==> src/rtl/alu_pkg.sv <==
// Shared op codes, FSM encoding and helpers for the execute-stage ALU.
package alu_pkg;

  localparam int XLEN = 32;
  localparam int SHW  = $clog2(XLEN);

  localparam logic [3:0] ALU_AND  = 4'b0000;
  localparam logic [3:0] ALU_OR   = 4'b0001;
  localparam logic [3:0] ALU_ADD  = 4'b0010;
  localparam logic [3:0] ALU_SUB  = 4'b0110;
  localparam logic [3:0] ALU_SLT  = 4'b0111;
  localparam logic [3:0] ALU_SLTU = 4'b1000;
  localparam logic [3:0] ALU_XOR  = 4'b1001;
  localparam logic [3:0] ALU_SLL  = 4'b1010;
  localparam logic [3:0] ALU_SRL  = 4'b1011;
  localparam logic [3:0] ALU_SRA  = 4'b1100;

  typedef enum logic [1:0] {
    S_IDLE  = 2'b00,
    S_SHIFT = 2'b01,
    S_DONE  = 2'b10
  } state_e;

  function automatic logic is_shift(input logic [3:0] code);
    return (code == ALU_SLL) || (code == ALU_SRL) || (code == ALU_SRA);
  endfunction

  // One-bit shift step; SRA replicates the sign bit.
  function automatic logic [XLEN-1:0] shift_one(input logic [3:0] code,
                                                input logic [XLEN-1:0] v);
    logic [XLEN-1:0] r;
    case (code)
      ALU_SLL: r = {v[XLEN-2:0], 1'b0};
      ALU_SRL: r = {1'b0, v[XLEN-1:1]};
      ALU_SRA: r = {v[XLEN-1], v[XLEN-1:1]};
      default: r = v;
    endcase
    return r;
  endfunction

endpackage

==> src/rtl/alu_shifter_iter.sv <==
// Iterative one-bit-per-cycle shifter. The first step is applied on load,
// so a shift of N takes N edges in total counting the load edge.
module alu_shifter_iter
  import alu_pkg::*;
(
  input  logic            clk_i,
  input  logic            rst_i,
  input  logic            load_i,
  input  logic            step_i,
  input  logic [3:0]      code_i,
  input  logic [XLEN-1:0] data_i,
  input  logic [SHW-1:0]  shamt_i,
  output logic [XLEN-1:0] first_o,
  output logic [XLEN-1:0] next_o,
  output logic            last_o
);

  localparam logic [SHW-1:0] CNT_ONE = {{(SHW-1){1'b0}}, 1'b1};

  logic [XLEN-1:0] work_q, work_d;
  logic [SHW-1:0]  cnt_q, cnt_d;
  logic [3:0]      code_q, code_d;

  assign first_o = shift_one(code_i, data_i);
  assign next_o  = shift_one(code_q, work_q);
  assign last_o  = (cnt_q == CNT_ONE);

  // Next-state for working register, remaining-step counter and op kind.
  always_comb begin
    work_d = work_q;
    cnt_d  = cnt_q;
    code_d = code_q;
    if (load_i) begin
      work_d = first_o;
      cnt_d  = shamt_i - CNT_ONE;
      code_d = code_i;
    end else if (step_i) begin
      work_d = next_o;
      cnt_d  = cnt_q - CNT_ONE;
    end else begin
      work_d = work_q;
    end
  end

  // Shifter state registers with synchronous reset.
  always_ff @(posedge clk_i) begin
    if (rst_i) begin
      work_q <= {XLEN{1'b0}};
      cnt_q  <= {SHW{1'b0}};
      code_q <= 4'b0000;
    end else begin
      work_q <= work_d;
      cnt_q  <= cnt_d;
      code_q <= code_d;
    end
  end

endmodule

==> src/rtl/alu_exec_unit.sv <==
// Execute-stage ALU: single-cycle logic/arith/compare ops, iterative shifts,
// valid/ready on both sides and registered result/zero/illegal.
module alu_exec_unit
  import alu_pkg::*;
(
  input  logic            clk,
  input  logic            rst,
  input  logic            in_valid,
  output logic            in_ready,
  input  logic [3:0]      alu_control,
  input  logic [XLEN-1:0] op_a,
  input  logic [XLEN-1:0] op_b,
  output logic            out_valid,
  input  logic            out_ready,
  output logic [XLEN-1:0] result,
  output logic            zero,
  output logic            illegal
);

  localparam logic [SHW-1:0] SHAMT_ONE = {{(SHW-1){1'b0}}, 1'b1};

  state_e          state_q, state_d;
  logic [XLEN-1:0] result_q, result_d;
  logic            zero_q, zero_d;
  logic            illegal_q, illegal_d;

  logic [XLEN-1:0] alu_res_s;
  logic            alu_ill_s;
  logic [SHW-1:0]  shamt_s;
  logic            accept_s;
  logic            shift_long_s;
  logic            sh_load_s;
  logic            sh_step_s;
  logic [XLEN-1:0] sh_first_s;
  logic [XLEN-1:0] sh_next_s;
  logic            sh_last_s;

  assign shamt_s      = op_b[SHW-1:0];
  // Ready depends only on state, out_ready and reset, never on in_valid.
  assign in_ready     = !rst && ((state_q == S_IDLE) || ((state_q == S_DONE) && out_ready));
  assign accept_s     = in_valid && in_ready;
  assign shift_long_s = is_shift(alu_control) && (shamt_s > SHAMT_ONE);

  assign out_valid = (state_q == S_DONE);
  assign result    = result_q;
  assign zero      = zero_q;
  assign illegal   = illegal_q;

  alu_shifter_iter u_shifter (
    .clk_i   (clk),
    .rst_i   (rst),
    .load_i  (sh_load_s),
    .step_i  (sh_step_s),
    .code_i  (alu_control),
    .data_i  (op_a),
    .shamt_i (shamt_s),
    .first_o (sh_first_s),
    .next_o  (sh_next_s),
    .last_o  (sh_last_s)
  );

  // Single-cycle datapath; shifts of 0 or 1 finish here without iterating.
  always_comb begin
    alu_res_s = {XLEN{1'b0}};
    alu_ill_s = 1'b0;
    case (alu_control)
      ALU_AND:  alu_res_s = op_a & op_b;
      ALU_OR:   alu_res_s = op_a | op_b;
      ALU_ADD:  alu_res_s = op_a + op_b;
      ALU_SUB:  alu_res_s = op_a - op_b;
      ALU_SLT:  alu_res_s = {{(XLEN-1){1'b0}}, ($signed(op_a) < $signed(op_b))};
      ALU_SLTU: alu_res_s = {{(XLEN-1){1'b0}}, (op_a < op_b)};
      ALU_XOR:  alu_res_s = op_a ^ op_b;
      ALU_SLL, ALU_SRL, ALU_SRA: begin
        if (shamt_s == {SHW{1'b0}}) begin
          alu_res_s = op_a;
        end else begin
          alu_res_s = sh_first_s;
        end
      end
      default: begin
        alu_res_s = {XLEN{1'b0}};
        alu_ill_s = 1'b1;
      end
    endcase
  end

  // FSM next state and output-register next values.
  always_comb begin
    state_d   = state_q;
    result_d  = result_q;
    zero_d    = zero_q;
    illegal_d = illegal_q;
    sh_load_s = 1'b0;
    sh_step_s = 1'b0;
    case (state_q)
      S_IDLE, S_DONE: begin
        if (accept_s) begin
          if (shift_long_s) begin
            sh_load_s = 1'b1;
            state_d   = S_SHIFT;
          end else begin
            state_d   = S_DONE;
            result_d  = alu_res_s;
            zero_d    = (alu_res_s == {XLEN{1'b0}});
            illegal_d = alu_ill_s;
          end
        end else if ((state_q == S_DONE) && out_ready) begin
          state_d = S_IDLE;
        end else begin
          state_d = state_q;
        end
      end
      S_SHIFT: begin
        sh_step_s = 1'b1;
        if (sh_last_s) begin
          state_d   = S_DONE;
          result_d  = sh_next_s;
          zero_d    = (sh_next_s == {XLEN{1'b0}});
          illegal_d = 1'b0;
        end else begin
          state_d = S_SHIFT;
        end
      end
      default: state_d = S_IDLE;
    endcase
  end

  // State and output registers with synchronous reset.
  always_ff @(posedge clk) begin
    if (rst) begin
      state_q   <= S_IDLE;
      result_q  <= {XLEN{1'b0}};
      zero_q    <= 1'b0;
      illegal_q <= 1'b0;
    end else begin
      state_q   <= state_d;
      result_q  <= result_d;
      zero_q    <= zero_d;
      illegal_q <= illegal_d;
    end
  end

endmodule

==> config.mk <==
export PLATFORM = sky130hd
export DESIGN_NAME = alu_exec_unit
export DESIGN_NICKNAME = d
export VERILOG_FILES = /design/src/rtl/alu_pkg.sv /design/src/rtl/alu_shifter_iter.sv /design/src/rtl/alu_exec_unit.sv
export SDC_FILE = /design/constraint.sdc
export NUM_CORES = 1
export LEC_CHECK = 0
export ABC_CLOCK_PERIOD_IN_PS = 6000
export CAP_MARGIN = 25
export CORE_UTILIZATION = 35
export CTS_BUF_LIST = sky130_fd_sc_hd__clkbuf_4
export CTS_CLUSTER_DIAMETER = 40
export DETAILED_ROUTE_END_ITERATION = 8
export SYNTH_ARGS = -nofsm -noshare
export SYNTH_HDL_FRONTEND = slang
export SYNTH_SLANG_ARGS = --single-unit
==> constraint.sdc <==
create_clock -name clk -period 6 [get_ports clk]
set_input_delay 1.2 -clock clk [delete_from_list [all_inputs] [get_ports clk]]
set_output_delay 1.2 -clock clk [all_outputs]
set_load 0.05 [all_outputs]
# == After elaboration in Yosys (flattened, before gate mapping) ==
# Index checks and enable logic that the tools add are counted.
# word_totals
register_bits,77
latchBits,0
mem_bits_rw,0
rom_bits,0
out_inout_bits,36
elab_cells,85
memories,0
# classes
addsub,4
multipliers,0
div,0
magnitude_cmp,3
n_eq_ne,19
shift,0
mux,30
bitwise,3
n_reduce_logical,19
# op_table
cell,count
$pmux W32 S8,1
$mux W32,6
$pmux W32 S3,2
$logic_not A32 Y1,2
$lt A32 B32 Y1,2
$pmux W32 S2,1
$add A32 B32 Y32,1
$and A32 B32 Y32,1
$eq A4 B4 Y1 const B,8
$or A32 B32 Y32,1
$sub A32 B32 Y32,1
$xor A32 B32 Y32,1
$mux W1,11
$mux W5,2
$reduce_or A10 Y1,1
$sub A5 B1 Y5 const B,2
$eq A4 B3 Y1 const B,2
$mux W2,4
$ne A2 B2 Y1 const B,3
$eq A5 B1 Y1 const B,1
$gt A5 B1 Y1 const B,1
$logic_not A5 Y1,1
$eq A4 B1 Y1 const B,1
$eq A4 B2 Y1 const B,1
other kinds (14),21

# == Depth between registers and ports, before layout ==
# depth
word_depth,8
depth_mapped,15
mapped_depth_nobuf,14

# == Cells and area by module ==
# From an unflattened synthesis, not the netlist that was laid out.
# unflattened
hier_cells,1555
hier_area_um2,11024.3
# by_module_without_submodules
mod,instances,cells_each,area_per_inst_um2,seq_area_each_um2
alu_exec_unit,1,1156,7870.0,720.7
alu_shifter_iter,1,399,3154.3,820.8

# == Worst setup path before layout ==
# OpenSTA, ideal clock, no wires.
# synth_path
kind,input to register
start,input op_a[0]
end,register zero_q (netlist: zero)
setup_ns,0.084
t_arrival_ns,4.243
required_time_ns,5.916
setup_slack_ns,1.672
cell_stages,14
path_cell_list,inv_1 -> ha_1 -> fa_1 -> nor2_1 -> o31a_1 -> nor2_1 -> a2111o_1 -> a221o_1 -> or4_1 -> nor4_1 -> nand4b_1 -> nor4_1 -> nand4_1 -> o31ai_2
# synth_between
elab_chain_len,7
elab_cells_between_ends,14
# synth_lines
item,line_no,rtl
start: declaration,alu_exec_unit.sv:11,"input logic [XLEN-1:0] op_a,"
"parallel branches: the longest is 2 deep, another holds $sub A32 B32 Y32",n/a,
$pmux W32 S8 (*),alu_exec_unit.sv:66,case (alu_control)
$logic_not A32 Y1 (*),alu_exec_unit.sv:105,zero_d = (alu_res_s == {XLEN{1'b0}});
$mux W1 (*),alu_exec_unit.sv:99,if (shift_long_s) begin
$mux W1 (*),alu_exec_unit.sv:98,if (accept_s) begin
$pmux W1 S2 (*),alu_exec_unit.sv:96,case (state_q)
end signal: assignment,alu_exec_unit.sv:139,zero_q <= zero_d;
end: declaration,alu_exec_unit.sv:24,"logic zero_q, zero_d;"
# Every way passes the cells marked *. The select of a mux whose other input is x is not followed.
# A chain may end at the register's enable or synchronous reset.

# == Worst setup path in the final report ==
# layout_path
start,input op_b[6]
end,register zero_q (netlist: zero)
# layout_between
elab_chain_len,6
elab_cells_between_ends,12
# layout_lines
item,line_no,rtl
start: declaration,alu_exec_unit.sv:12,"input logic [XLEN-1:0] op_b,"
"$sub A32 B32 Y32, or another cell as far along",alu_exec_unit.sv:70,ALU_SUB: alu_res_s = op_a - op_b;
$pmux W32 S8 (*),alu_exec_unit.sv:66,
$logic_not A32 Y1 (*),alu_exec_unit.sv:105,
$mux W1 (*),alu_exec_unit.sv:99,
$mux W1 (*),alu_exec_unit.sv:98,
$pmux W1 S2 (*),alu_exec_unit.sv:96,
# Mark *: on every way between the ends. The rest lies on a longest branch, timed or not. The select of a mux whose other input is x is not followed.

==> summary.md <==
| Metric | Value |
|---|---|
| Synthesis-stage register bit count | 77 |
| Via/cell ratio | 6.427 |
| Synth Warn # | 0 |
| VDD IR max | 0.00009351 V |
| Die X | 179.5 um |
| GRT Util Overall | 29.70% |
| HP Class | reg -> reg |
| Final period util | 91.01% |
| Cell variety after synth | 87 |
| Placed insts | 2098 |
| CP Launch Type | input port |
| Cts hold-fix bufs | 0 |
| RSZ-0062 raised after global routing | no |
| First-pass GRT wire length | 75630 um |
| Failing checks | design-rule violations |
| N_diodes | 0 |
| Layout cells sized above 1 | 8.440% |
| Crit-path cells | clkdlybuf4s50_1 > inv_1 > ha_1 > buf_4 > or3_1 > a21oi_1 > o311ai_2 > buf_4 > a211oi_1 > a311oi_1 > a221o_1 > o21ai_0 > nand3_1 > nor4_1 > nand4_1 > o31ai_2 |
| Pwr dens | 147.0 nW/um2 |
| Syn nets | 1814 |
| Routed len/inst | 23.20 um |
| Clock sink count | 77 |
| Worst stage delay on the critical path | 0.55 ns |
| Area leader, netlist | dfxtp_1 |
| Clock Path Buffers | 2 |
| CP Class | in -> reg |
| Required time worst endpoint | 6.40 ns |
| Worst Max-Slew Pin Slew | 1.043 ns |
| Setup Fix Bufs, Post-CTS | 0 |
| Pre-antenna DRT Iters | 9 |
| Global route overflow | 0 |
| Pwr Total | 1.908 mW |
| Final Skew | 0.02080 ns |
| CTS resizes | 0 |
| # port buffers | 107 |
| Chip Height | 179.5 um |
| Number of max-cap violations | 0 |
| Final setup viols | 0 |
| Top FF cell, synth | dfxtp_1 |
| Gpl congestion | 0.9855 |
| Antenna-violating nets left | 0 |
| Post-synth EDFFs | 0 |
| Status | finished, violations left |
| Final Non-Filler Cells | 2114 |
| Most used cell, CP | buf_4 |
| Post-synth ARST share | 0% |
| Slowest cell on the critical path | a211oi_1 |
| Post-Synthesis Cell Area | 11020 um2 |
| Top delay family on crit path | compound AO/OA/AOI/OAI gates |
| CP Capture Type | flip-flop |
| Max H-tree Level | 3 |
| Detailed-route via count | 13587 |
| Dominant cells by area after synthesis | dfxtp_1 (14%), ha_1 (13%), a21oi_1 (7.4%) |
| Nets@finish | 1899 |
| Synth top area share | 13.98% |
| Fmax | 0.1831 GHz |
| Die area | 32210 um2 |
| Num rows | 64 |
| Sequential fraction of the synthesis area | 13.98% |
| Clock Latency Late Sink | 0.47 ns |
| DR iter-0 viols | 2033 |
| WP buf/inv | 4 |
| CP max FO | 8 |
| Remaining DRCs | 34 |
| Final Max Slew Viols | 0 |
| # IOs | 108 |
| CTS Root Cell | clkbuf_4 |
| Syn Area/Cell | 6.772 um2 |
| CTS tree | yes |
| Rel. slew slack | 29.57% |
| Syn Inst Count | 1628 |
| Vias in the first global route | 12609 |
| Post-DP HPWL | 37230 um |
| Initial antenna violation count | 0 |
| Drt total wl | 49040 um |
| Largest net degree at the start of global routing | 74 |
| CTS clk-pin slew, worst paths | 0.15 ns |
| Filler Cells Inserted | 3253 |
| Initial Util | 35.85% |
| Synthesis-to-layout area growth | 17.72% |
| Placed Area | 12800 um2 |
| Setup TNS | 0 ns |
| Final Hold Viols | 0 |
| Core outline area | 30750 um2 |
| CTS buffer count | 9 |
| Arrival @ worst endpoint | 5.86 ns |
| Pleak | 5.220 nW |
| Util after Layout | 42.20% |
| Design area | 12980 um2 |
| Min Clock Period, post-route | 5.460 ns |
[cell usage after synthesis, types with 11 or more instances]
master / instances
buf_1: 12
nor4_1: 13
a221oi_1: 22
o221ai_1: 12
o31ai_1: 11
dfxtp_1: 77
inv_1: 116
mux2i_1: 28
o21a_1: 14
a21o_1: 16
o21bai_1: 11
a21oi_1: 162
o211ai_1: 25
o21ai_0: 108
nand3_1: 28
nor2_1: 159
a31oi_1: 13
nand4_1: 18
ha_1: 112
buf_2: 12
clkbuf_1: 93
a211oi_1: 28
nand2_1: 199
nor2b_1: 16
nor3_1: 31
a222oi_1: 25
o22ai_1: 20
a22oi_1: 45
nand2b_1: 17
[power by group]
group          switching (mW)  total, mW  internal, mW
sequential             0.0129      0.541         0.528
combinational           0.621      0.974         0.353
clock                   0.218      0.394         0.175
[layout make-up]
type	instances	area [um2]	share of cell area (%)
Multi-Input combinational cell	1312	8582	66.13
Clock inverter	7	106.4	0.8195
Tap cell	396	495.5	3.818
Clock buffer	9	67.56	0.5206
Timing Repair Buffer	196	1745	13.45
Inverter	117	439.2	3.384
Sequential cell	77	1541	11.88
[metrics by stage]
step,setup slack (ns),hold slack (ns)
2_1_floorplan,1.672,0.4449
3_3_place_gp,0.2115,0.4446
3_5_place_dp,0.2141,0.4465
4_1_cts,0.6937,0.4670
5_1_grt,0.3657,0.4844
6_report,0.5396,0.4645
[routing by layer]
metal	vias to the layer above	part of all wire, %	track usage, %
li1	6188	-	-
met1	6447	42	40.46
met2	815	43	45.78
met3	137	9.3	4.599
met4	0	5.3	13.93
met5	-	0	0
[layout by cell type (no fill, tap or decap), types with 16 or more instances in the layout]
cell             instances
a222oi_1                25
a21o_1                  16
nand3_1                 28
nand2b_1                17
nand4_1                 18
dfxtp_1                 77
a21oi_1                162
o21ai_0                106
o22ai_1                 20
nand2_1                199
a211oi_1                28
buf_4                   87
clkdlybuf4s50_1        105
nor2_1                 158
nor3_1                  30
o211ai_1                25
inv_1                  116
mux2i_1                 28
a221oi_1                22
ha_1                   112
a22oi_1                 45
[flip-flops by register name (all words and copies together), names as in the netlist]
register and count:
result 32, u_shifter.work_q 32, u_shifter.cnt_q 5, u_shifter.code_q 4
state_q 2, illegal 1, zero 1
[kinds of logic (layout without fill, tap and decap cells)]
group	count (synthesis)	after routing	share of synthesized area, %
DFF	77	77	13.98
and+or+nand+nor	542	542	22.71
adders and majority gates	114	114	13.07
muxes	30	30	2.747
buffers and inverters	239	329	8.512
xor gates and xnor gates	8	8	0.6356
AOI/OAI and AO/OA	618	618	38.34
[worst min-delay path: cells and delay by family (launching register included)]
| family | cells | cell delay, ns |
|---|---|---|
| AND/OR/NAND/NOR | 1 | 0.05 |
| flip-flops | 1 | 0.34 |
| AO/OA/AOI/OAI | 1 | 0.05 |
[worst paths after layout]
kind,startpoint,end,slack [ns],cells past startpoint
setup / recovery,op_b[6],zero$_SDFFE_PP0P_,0.54,16
hold / removal,result[17]$_SDFFE_PP0P_,result[17]$_SDFFE_PP0P_,0.46,2
setup reg to reg,state_q[1]$_SDFFE_PP0P_,zero$_SDFFE_PP0P_,2.03,12
hold reg to reg,result[17]$_SDFFE_PP0P_,result[17]$_SDFFE_PP0P_,0.46,2
Power figures use the tool's default switching activity.
